### config.mk
export PLATFORM = sky130hd
export DESIGN_NAME = lsu_mem_port
export DESIGN_NICKNAME = d
export VERILOG_FILES = /design/src/rtl/lsu_pkg.sv /design/src/rtl/lsu_align.sv /design/src/rtl/lsu_mem_port.sv
export SDC_FILE = /design/constraint.sdc
export NUM_CORES = 1
export LEC_CHECK = 0
export CORE_AREA = 2 2 118 120
export CTS_CLUSTER_SIZE = 28
export DETAILED_ROUTE_END_ITERATION = 10
export DIE_AREA = 0 0 120 122
export GPL_TIMING_DRIVEN = 0
export PLACE_DENSITY = 0.95
export SYNTH_ARGS = -nofsm -noshare
export SYNTH_HDL_FRONTEND = slang
export SYNTH_SLANG_ARGS = --single-unit
### constraint.sdc
create_clock -name clk -period 7.76 [get_ports clk]
set_input_delay 1.552 -clock clk [delete_from_list [all_inputs] [get_ports clk]]
set_output_delay 1.552 -clock clk [all_outputs]
set_load 0.02 [all_outputs]
### src/rtl/lsu_pkg.sv
// lsu_pkg: shared constants and types for the LSU memory port.
//   - Access size codes (byte/half/word/illegal)
//   - FSM state constants (IDLE, ISSUE, WAIT, RESP)
//   - Byte-mask base patterns, one per legal size
//   - Latched request record and the alignment/legality helper
package lsu_pkg;

  localparam logic [1:0] SIZE_B   = 2'b00;
  localparam logic [1:0] SIZE_H   = 2'b01;
  localparam logic [1:0] SIZE_W   = 2'b10;
  localparam logic [1:0] SIZE_ILL = 2'b11;

  localparam logic [1:0] ST_IDLE  = 2'd0;
  localparam logic [1:0] ST_ISSUE = 2'd1;
  localparam logic [1:0] ST_WAIT  = 2'd2;
  localparam logic [1:0] ST_RESP  = 2'd3;

  localparam logic [3:0] MASK_B = 4'b0001;
  localparam logic [3:0] MASK_H = 4'b0011;
  localparam logic [3:0] MASK_W = 4'b1111;

  // Request fields kept for the life of one operation.
  typedef struct packed {
    logic        wen;
    logic [1:0]  size;
    logic        uns;
    logic [1:0]  off;
    logic [31:0] wdata;
  } lsu_req_t;

  // True when the access can never reach the SRAM: size=11 or a half/word
  // that is not naturally aligned.
  function automatic logic req_illegal(input logic [1:0] size, input logic [1:0] off);
    logic bad;
    case (size)
      SIZE_B:  bad = 1'b0;
      SIZE_H:  bad = off[0];
      SIZE_W:  bad = (off != 2'b00);
      default: bad = 1'b1;
    endcase
    return bad;
  endfunction

endpackage

### src/rtl/lsu_align.sv
// lsu_align: combinational byte-lane steering for the LSU.
// Ports:
//   size, off   access size code and byte offset within the word
//   uns         zero-extend loads when 1
//   wdata       right-justified store data
//   rdata       raw SRAM read word
//   wmask       byte mask (upper nibble always 0)
//   wdata_sh    store data moved into its byte lanes
//   load_ext    load data moved down and sign/zero-extended
module lsu_align
  import lsu_pkg::*;
(
  input  logic [1:0]  size,
  input  logic [1:0]  off,
  input  logic        uns,
  input  logic [31:0] wdata,
  input  logic [31:0] rdata,
  output logic [7:0]  wmask,
  output logic [31:0] wdata_sh,
  output logic [31:0] load_ext
);

  logic [3:0]  base_s;
  logic [4:0]  shamt_s;
  logic [31:0] rd_sh_s;

  // Select the unshifted byte-mask pattern for the access size.
  always_comb begin
    base_s = 4'b0000;
    case (size)
      SIZE_B:  base_s = MASK_B;
      SIZE_H:  base_s = MASK_H;
      SIZE_W:  base_s = MASK_W;
      default: base_s = 4'b0000;
    endcase
  end

  assign shamt_s  = {off, 3'b000};
  assign wmask    = {4'b0000, base_s << off};
  assign wdata_sh = wdata << shamt_s;
  assign rd_sh_s  = rdata >> shamt_s;

  // Extend the addressed byte/half from bit 7/15 unless unsigned.
  always_comb begin
    load_ext = rd_sh_s;
    case (size)
      SIZE_B: begin
        if (uns) begin
          load_ext = {24'h000000, rd_sh_s[7:0]};
        end else begin
          load_ext = {{24{rd_sh_s[7]}}, rd_sh_s[7:0]};
        end
      end
      SIZE_H: begin
        if (uns) begin
          load_ext = {16'h0000, rd_sh_s[15:0]};
        end else begin
          load_ext = {{16{rd_sh_s[15]}}, rd_sh_s[15:0]};
        end
      end
      default: load_ext = rd_sh_s;
    endcase
  end

endmodule

### src/rtl/lsu_mem_port.sv
// lsu_mem_port: single-outstanding RV32 load/store front-end for the data SRAM.
// Ports:
//   clk, rst                    clock; asynchronous active-low reset
//   req_valid/req_ready         EXU request handshake (ready only when idle)
//   req_wen/size/uns/addr/wdata request fields
//   mem_en/wen/wmask/addr/wdata registered SRAM command (active in ISSUE only)
//   mem_rdata                   SRAM read data, one cycle after mem_en
//   resp_valid/resp_ready       response handshake, valid held until accepted
//   resp_rdata/resp_err         extended load data / illegal-access flag
module lsu_mem_port
  import lsu_pkg::*;
#(
  parameter int ADDR_WIDTH = 32,
  parameter int DATA_WIDTH = 32
) (
  input  logic                  clk,
  input  logic                  rst,
  input  logic                  req_valid,
  output logic                  req_ready,
  input  logic                  req_wen,
  input  logic [1:0]            req_size,
  input  logic                  req_uns,
  input  logic [ADDR_WIDTH-1:0] req_addr,
  input  logic [DATA_WIDTH-1:0] req_wdata,
  output logic                  mem_en,
  output logic                  mem_wen,
  output logic [7:0]            mem_wmask,
  output logic [ADDR_WIDTH-1:0] mem_addr,
  output logic [DATA_WIDTH-1:0] mem_wdata,
  input  logic [DATA_WIDTH-1:0] mem_rdata,
  output logic                  resp_valid,
  input  logic                  resp_ready,
  output logic [DATA_WIDTH-1:0] resp_rdata,
  output logic                  resp_err
);

  logic [1:0]            state_r;
  logic [1:0]            state_nx_s;
  lsu_req_t              req_r;
  logic                  accept_s;
  logic                  illegal_s;
  logic                  req_ready_r;
  logic                  resp_valid_r;
  logic                  resp_err_r;
  logic [DATA_WIDTH-1:0] resp_rdata_r;
  logic                  mem_en_r;
  logic                  mem_wen_r;
  logic [7:0]            mem_wmask_r;
  logic [ADDR_WIDTH-1:0] mem_addr_r;
  logic [DATA_WIDTH-1:0] mem_wdata_r;

  logic [1:0]  al_size_s;
  logic [1:0]  al_off_s;
  logic [31:0] al_wdata_s;
  logic [7:0]  wmask_s;
  logic [31:0] wdata_sh_s;
  logic [31:0] load_ext_s;

  assign accept_s  = req_valid & req_ready_r;
  assign illegal_s = req_illegal(req_size, req_addr[1:0]);

  // While idle the aligner sees the incoming request (to build the SRAM
  // command); afterwards it sees the latched fields (to extend the load).
  always_comb begin
    al_size_s  = req_r.size;
    al_off_s   = req_r.off;
    al_wdata_s = req_r.wdata;
    if (state_r == ST_IDLE) begin
      al_size_s  = req_size;
      al_off_s   = req_addr[1:0];
      al_wdata_s = req_wdata;
    end else begin
      al_size_s  = req_r.size;
      al_off_s   = req_r.off;
      al_wdata_s = req_r.wdata;
    end
  end

  lsu_align u_align (
    .size     (al_size_s),
    .off      (al_off_s),
    .uns      (req_r.uns),
    .wdata    (al_wdata_s),
    .rdata    (mem_rdata),
    .wmask    (wmask_s),
    .wdata_sh (wdata_sh_s),
    .load_ext (load_ext_s)
  );

  // Next-state logic: illegal requests skip the SRAM and go straight to RESP.
  always_comb begin
    state_nx_s = state_r;
    case (state_r)
      ST_IDLE: begin
        if (accept_s) begin
          if (illegal_s) begin
            state_nx_s = ST_RESP;
          end else begin
            state_nx_s = ST_ISSUE;
          end
        end else begin
          state_nx_s = ST_IDLE;
        end
      end
      ST_ISSUE: begin
        if (req_r.wen) begin
          state_nx_s = ST_RESP;
        end else begin
          state_nx_s = ST_WAIT;
        end
      end
      ST_WAIT: state_nx_s = ST_RESP;
      ST_RESP: begin
        if (resp_ready) begin
          state_nx_s = ST_IDLE;
        end else begin
          state_nx_s = ST_RESP;
        end
      end
      default: state_nx_s = ST_IDLE;
    endcase
  end

  // State, request latch and all registered outputs. Handshake outputs are
  // derived from the next state so they line up with the state they describe.
  always_ff @(posedge clk or negedge rst) begin
    if (!rst) begin
      state_r      <= ST_IDLE;
      req_r        <= {$bits(lsu_req_t){1'b0}};
      req_ready_r  <= 1'b1;
      resp_valid_r <= 1'b0;
      resp_err_r   <= 1'b0;
      resp_rdata_r <= {DATA_WIDTH{1'b0}};
      mem_en_r     <= 1'b0;
      mem_wen_r    <= 1'b0;
      mem_wmask_r  <= 8'h00;
      mem_addr_r   <= {ADDR_WIDTH{1'b0}};
      mem_wdata_r  <= {DATA_WIDTH{1'b0}};
    end else begin
      state_r      <= state_nx_s;
      req_ready_r  <= (state_nx_s == ST_IDLE);
      resp_valid_r <= (state_nx_s == ST_RESP);
      case (state_r)
        ST_IDLE: begin
          if (accept_s) begin
            req_r.wen    <= req_wen;
            req_r.size   <= req_size;
            req_r.uns    <= req_uns;
            req_r.off    <= req_addr[1:0];
            req_r.wdata  <= req_wdata;
            resp_rdata_r <= {DATA_WIDTH{1'b0}};
            resp_err_r   <= illegal_s;
            if (!illegal_s) begin
              mem_en_r    <= 1'b1;
              mem_wen_r   <= req_wen;
              mem_wmask_r <= wmask_s;
              mem_addr_r  <= {req_addr[ADDR_WIDTH-1:2], 2'b00};
              mem_wdata_r <= wdata_sh_s;
            end
          end
        end
        ST_ISSUE: begin
          mem_en_r    <= 1'b0;
          mem_wen_r   <= 1'b0;
          mem_wmask_r <= 8'h00;
          mem_addr_r  <= {ADDR_WIDTH{1'b0}};
          mem_wdata_r <= {DATA_WIDTH{1'b0}};
        end
        ST_WAIT: begin
          resp_rdata_r <= load_ext_s;
        end
        ST_RESP: begin
          if (resp_ready) begin
            resp_err_r   <= 1'b0;
            resp_rdata_r <= {DATA_WIDTH{1'b0}};
          end
        end
        default: begin
          mem_en_r  <= 1'b0;
          mem_wen_r <= 1'b0;
        end
      endcase
    end
  end

  assign req_ready  = req_ready_r;
  assign resp_valid = resp_valid_r;
  assign resp_err   = resp_err_r;
  assign resp_rdata = resp_rdata_r;
  assign mem_en     = mem_en_r;
  assign mem_wen    = mem_wen_r;
  assign mem_wmask  = mem_wmask_r;
  assign mem_addr   = mem_addr_r;
  assign mem_wdata  = mem_wdata_r;

endmodule

==> results of run 1 <==
## worst paths after layout
| check | endpoint | slack, ps |
|---|---|---|
| worst max-delay path | mem_wdata[5] | 3680 |
| worst min-delay path | mem_en | 480 |
| worst max register to register | resp_rdata[26] | 4220 |
| worst min register to register | mem_en | 480 |
| max in group asynchronous | req_ready | 5870 |
| min in group asynchronous | resp_rdata[29] | 1110 |
## worst max-delay path: cells and delay by family
family          cells  cell delay [ps]
compound gates      2              490
buf+inv             4             1850
simple gates        4              510
## cells by family after synthesis
family / Yosys count / synth area share
compound gates: 177 / 0.192
simple gates: 172 / 0.116
flops: 135 / 0.514
mux: 81 / 0.131
buf+inv: 58 / 0.0390
fa+ha+maj: 4 / 0.00761
other cells: 1 / 0.000570
## layout by cell type, fill, tap and decap left out, types with 8 or more instances in the layout
master           synthesis  routed
nor3b_1                  9       9
o21ai_2                 10      10
clkdlybuf4s50_1          0     205
a31oi_1                 11      11
o21ai_0                 39      39
clkbuf_16                0      17
nand2_1                125     125
a21o_1                   8       8
a21oi_1                 26      26
dfrtp_1                134     134
a32o_1                   8       8
mux2i_1                 50      50
a22o_1                  55      55
mux2_2                  29      29
nand3_1                 12      12
buf_1                   10      10
clkbuf_1                29      30
## synth_stat cells, drive strengths merged, types with 9 or more instances
cell type | n | share of area
a21oi | 26 | 0.020
a22o | 55 | 0.073
a31oi | 11 | 0.010
buf | 24 | 0.020
clkbuf | 29 | 0.017
dfrtp | 134 | 0.51
mux2 | 30 | 0.052
mux2i | 51 | 0.079
nand2 | 125 | 0.071
nand3 | 12 | 0.0091
nor3b | 9 | 0.010
o21ai | 51 | 0.045
## stage by stage
step | setup WS, ps | power (mW)
finish | 3680 | 3.45
global route | 3490 | 3.64
CTS | 3730 | 3.44
detailed placement | 3390 | 2.59
global placement | -166 | 2.54
floorplan | 4590 | 2.02
## state kept, by name, indices dropped and copies added, names as in the netlist
| name | count |
|---|---|
| resp_err | 1 |
| req_ready | 1 |
| state_r | 2 |
| mem_addr | 30 |
| mem_en | 1 |
| resp_valid | 1 |
| mem_wen | 1 |
| mem_wdata | 32 |
| mem_wmask | 4 |
| req_r | 30 |
| resp_rdata | 32 |
## layer usage
| metal | track usage | wire length, um |
|---|---|---|
| met1 | 0.361 | 8330 |
| met2 | 0.460 | 9950 |
| met3 | 0.0712 | 1710 |
| met4 | 0.121 | 706 |
| met5 | 0 | 0 |
## final cells by class
cell class              instances  area [um2]  share of cell area
multi-input cells             440        2960               0.311
clock buffers                  21         470              0.0494
inverters                       5        18.8             0.00197
clock inverters                11         146              0.0154
well taps                     180         225              0.0236
flip-flops and latches        135        3380               0.355
plain buffers                  53         238              0.0249
repair buffers                207        2090               0.219
## where the power goes
part / switching [mW] / internal [mW]
sequential: 0.117 / 0.895
combinational: 0.930 / 0.674
clock: 0.308 / 0.531
total: 1.36 / 2.10
==> results by group, run 1 <==
Routing
  – Vias per cell: slightly below 6
  – Pre-antenna DRT Iters: 5
  – Via count: ~6.1k
  – Number of routed nets with antenna violations: 0
  – Total routed wirelength: 20700 um
  – Drt initial violations: 716
  – Wire per inst: 19.7 um
  – Drt drc: 0

Logic synthesis
  – Cell count after synthesis: 628
  – Unique masters post-synth: 48
  – Most used DFF post-synth: dfrtp_1
  – Post-synth ARST share: 1.00
  – Synthesized area: 0.00658 mm2
  – Syn. warnings: 0
  – EDFF count, synth: 0
  – #FFs+latches synth: 135
  – Seq/Total Area, Yosys: 0.514
  – Mean area per synthesized cell: between 10 and 15 um2

Power and ir drop
  – Worst vdd ir: 0.000169 V
  – Leak: 4.30 nW
  – Power density over the cells: 362 mW/mm2

Clock network
  – CTS Root Cell: clkbuf_16
  – Number of buffers created by CTS: 17
  – Hold-fix buffers, CTS: 0
  – Clock Path Buffers: 2
  – Post-CTS Setup Bufs: 0
  – Worst-skew pair later-pin latency: 420 ps
  – H-tree Lvls: 4
  – Clk slew on worst S/H paths: 60 ps
  – Clock sinks: approximately 140
  – CTS tree: built
  – Post-CTS Resized: 0

Timing
  – Setup TNS: 0 ps
  – Slew margin rel.: 0.255
  – Slew @ Worst Pin: 1110 ps
  – Worst hold slack: roughly 480 ps
  – Final Slew Violations: 0
  – Max Freq: 245 MHz
  – Tcrit/Tclk final: 0.526
  – Unrepaired setup endpoints after global routing: no
  – Final setup fails: 0
  – Max Clock Skew: 8.13 ps
  – Post-layout min period: 4080 ps
  – Final Hold Fails: 0

Worst setup path
  – RR Startpoint: state_r[0]
  – CP max FO: 10
  – Slowest CP cell: clkdlybuf4s50_1
  – Most used cell, CP: nor2_1
  – Slowest cell delay on critical path: 550 ps
  – Crit path arrival time: 4410 ps
  – Reg2Reg Depth: 14
  – WP data required: 8090 ps
  – CP Capture Type: flop
  – Setup crit start kind: input pin
  – Crit path cell chain: clkdlybuf4s50_1, buf_2, nor3_1, nor2_1, nor2_1, o21bai_1, clkbuf_1, buf_1, nand2_1, o21ai_0
  – Crit path kind: in -> reg
  – Worst Setup SP: req_addr[0]

Placed design
  – Buffers on Ports: 206
  – Post-DP HPWL: 14900 um
  – Post-Place Cell Area: roughly 0.009 mm2
  – Gp weighted congestion: about 0.96
  – # placed instances: 1020

Cells and area
  – Final #Nets: 967
  – Fillers: 994
  – Layout cell share with drive strength beyond 1: 0.109
  – Antenna Diode Count: 0
  – Final instance area: 0.00953 mm2
  – Util after Layout: 0.706
  – Fin cells: roughly 1.1k
  – Synth-to-Final Area Change: 44.9%

Worst hold path
  – Worst hold stages: 1
  – Worst hold path type: reg -> reg
  – Hold Startpoint: mem_en

Run
  – Total of max-cap violations: 0

Floorplan
  – Die width: 120 um
  – Initial Utilization: 0.487
  – Die area: 0.0146 mm2
  – Die height: 122 um
  – Row Count: 43
  – Top-Level Pins: about 210
  – Core Region: 0.0135 mm2

Global route
  – Number of antenna violations at the first check in global routing: 0
  – Vias in the first global route: 5856
  – Total global-route track usage: 0.283
  – Largest net degree at the start of global routing: 76
  – GRT overflow: 0
  – First-pass GRT wire length: 31700 um

Outcome
  – Status: complete, no violations
No activity file was read; power rests on OpenSTA's default activity.
==> run 2, diff against run 1 <==
Settings changed: CORE_AREA 2 2 118 120 to 2 2 129 131, DIE_AREA 0 0 120 122 to 0 0 131 133, PLACE_DENSITY 0.95 to 0.85.
Clock period 7.76 ns to 3.35 ns, I/O delays scaled along.
==> run 2 against run 1 <==
Against the previous run:
- clock-buffer cell count rose by 2
- sequential share of layout area shrank 0.25 points
- non-clock buffer count decreased by 1
- clock power is 140% higher
- die area up 19%
- critical path depth increased by 3
- via count decreased by 2.5%
- sequential power increased by 130%
==> results by group, run 2 (synthesis gave the netlist of run 1 again) <==
Timing
  – Slew @ Worst Pin: 1140 ps (was 1110 ps)
  – Final setup fails: 0 (unchanged)
  – Setup TNS: 0 ps (unchanged)
  – Unrepaired setup endpoints after global routing: no (unchanged)
  – Tcrit/Tclk final: 0.919
  – Max Freq: 325 MHz
  – Final Slew Violations: 0 (unchanged)
  – Worst Slack Setup Final: 270 ps (was 3680 ps)
  – Post-layout min period: 3080 ps
  – Slew margin rel.: 0.234 (was 0.255)
  – Worst hold slack: 147 ps (was 475 ps)
  – Max Clock Skew: 5.77 ps (was 8.13 ps)
  – Final Hold Fails: 0 (unchanged)

Cells and area
  – Final instance area: 0.00960 mm2 (was 0.00953 mm2)
  – Most frequent cells in the layout: clkdlybuf4s50_1 (205), dfrtp_1 (134), nand2_1 (125), a22o_1 (55), mux2i_1 (50) (unchanged)
  – Antenna Diode Count: 0 (unchanged)
  – Fillers: 1340 (was 994)
  – Synth-to-Final Area Change: 45.9% (was 44.9%)
  – Layout cell share with drive strength beyond 1: 0.107 (was 0.109)
  – Most common cell after layout, fill and taps aside: clkdlybuf4s50_1 (unchanged)
  – Final #Nets: 966 (was 967)
  – Fin cells: 1090 (was 1052)

Floorplan
  – Row Count: 47 (was 43)
  – Die width: 131 um (was 120 um)
  – Initial Utilization: 0.407 (was 0.487)
  – Die height: 133 um (was 122 um)
  – Die area: 0.0174 mm2 (was 0.0146 mm2)
  – Top-Level Pins: 213 (unchanged)
  – Core Region: 0.0162 mm2 (was 0.0135 mm2)

Worst setup path
  – Setup crit start kind: flop (was input pin)
  – CP max FO: 15 (was 10)
  – Worst Setup SP: state_r[1] (was req_addr[0])
  – Crit path arrival time: 3430 ps (was 4410 ps)
  – Reg2Reg Depth: 13 (was 14)
  – R2R Path End: resp_rdata[29] (was resp_rdata[26])
  – RR Startpoint: state_r[1] (was state_r[0])
  – Crit path kind: reg -> reg (was in -> reg)
  – WP data required: 3700 ps (was 8090 ps)
  – Setup crit end: resp_rdata[29] (was mem_wdata[5])
  – FF-to-FF setup slack: 270 ps (was 4220 ps)
  – CP Capture Type: flop (unchanged)

Routing
  – Pre-antenna DRT Iters: 5 (unchanged)
  – Total routed wirelength: 20700 um (about the same)
  – Wire per inst: 19.0 um (was 19.7 um)
  – Number of routed nets with antenna violations: 0 (unchanged)
  – Drt initial violations: 376 (was 716)
  – Via count: 5939 (was 6091)
  – Vias per cell: 5.45 (was 5.79)
  – Drt drc: 0 (unchanged)

Clock network
  – CTS Root Cell: clkbuf_16 (unchanged)
  – Post-CTS Resized: 0 (unchanged)
  – Number of buffers created by CTS: 17 (unchanged)
  – CTS tree: built (unchanged)
  – Clk slew on worst S/H paths: 60 ps (about the same)
  – H-tree Lvls: 4 (unchanged)
  – Post-CTS Setup Bufs: 0 (unchanged)
  – Clock Path Buffers: 2 (unchanged)
  – Hold-fix buffers, CTS: 0 (unchanged)
  – Clock sinks: 135 (unchanged)
  – Worst-skew pair later-pin latency: 420 ps (about the same)

Run
  – Total of max-cap violations: 0 (unchanged)

Power and ir drop
  – Logic pwr share: 0.462 (was 0.464)
  – Flop pwr share: 0.290 (was 0.293)
  – Pint: 4.95 mW (was 2.10 mW)
  – Clk network pwr share: 0.249 (was 0.243)
  – Worst vdd ir: 0.000455 V (was 0.000169 V)
  – Psw: 3.11 mW (was 1.36 mW)
  – Leak: 4.32 nW (was 4.30 nW)
  – Power density over the cells: 840 mW/mm2 (was 362 mW/mm2)
  – Sw Share: 0.385 (was 0.392)

Global route
  – Total global-route track usage: 0.240 (was 0.283)
  – Vias in the first global route: 5946 (was 5856)
  – Largest net degree at the start of global routing: 100 (was 76)
  – GRT overflow: 0 (unchanged)
  – First-pass GRT wire length: 31800 um (was 31700 um)
  – Number of antenna violations at the first check in global routing: 0 (unchanged)

Outcome
  – Status: complete, no violations (unchanged)

Placed design
  – Post-Place Cell Area: 0.00896 mm2 (was 0.00891 mm2)
  – # placed instances: 1060 (was 1020)
  – Buffers on Ports: 206 (unchanged)
  – Gp weighted congestion: 0.899 (was 0.962)
  – Pre-CTS setup slack: -152 ps (was 3390 ps)
  – Post-DP HPWL: 15300 um (was 14900 um)

Worst hold path
  – Worst hold path type: in -> async (was reg -> reg)
run 2: worst min-delay path by stage:
stage	slack (ps)	depth (start not counted)	from	endpoint
3_3_place_gp	460	1	mem_en	mem_en
3_5_place_dp	470	1	mem_en	mem_en
5_1_grt	170	1	rst	mem_addr[25]
4_1_cts	150	1	rst	mem_addr[25]
2_1_floorplan	370	0	rst	mem_addr[10]
6_report	150	1	rst	mem_addr[25]
run 2: metal layers:
layer | routed length (um) | vias up | track usage | part of all wire
met5 | 0 | - | 0 | 0
met3 | 1640 | 51 | 0.0522 | 0.079
met1 | 8470 | 2897 | 0.315 | 0.41
met4 | 704 | 0 | 0.103 | 0.034
met2 | 9870 | 287 | 0.381 | 0.48
li1 | - | 2704 | - | -
run 2: power by group through the flow:
stage | Sequential (mW) | Clock [mW] | Combinational, mW
after floorplan | 2.58 | 0 | 2.10
after global placement | 2.34 | 0 | 3.60
after detailed placement | 2.35 | 0 | 3.68
after CTS | 2.33 | 2.03 | 3.70
after global routing | 2.39 | 2.10 | 4.02
final | 2.34 | 2.00 | 3.72
run 2: worst max-delay path, cell delays in order, from the launching register on:
cell,delay [ps]
dfrtp_1,410
or2_1,230
clkbuf_4,220
clkbuf_4,260
mux2i_1,310
inv_1,110
ha_1,210
or2_2,270
buf_1,190
o21ai_0,120
a31oi_1,60
a21bo_2,300
buf_6,170
o21ai_2,130
run 2: area by class of cell:
class | count | area, um2 | area share
clock buffer | 23 | 488 | 0.0508
tap | 220 | 275 | 0.0287
clock inverter | 8 | 144 | 0.0150
inverter | 5 | 18.8 | 0.00196
buffer | 52 | 239 | 0.0249
timing repair buffer | 207 | 2090 | 0.218
sequential | 135 | 3380 | 0.352
multi-input combinational | 440 | 2960 | 0.309
run 2: through the flow:
step	util	total power, mW
after global placement	0.552	5.93
after global routing	0.593	8.51
final	0.593	8.06
after detailed placement	0.554	6.03
after CTS	0.593	8.06
after floorplan	-	4.69
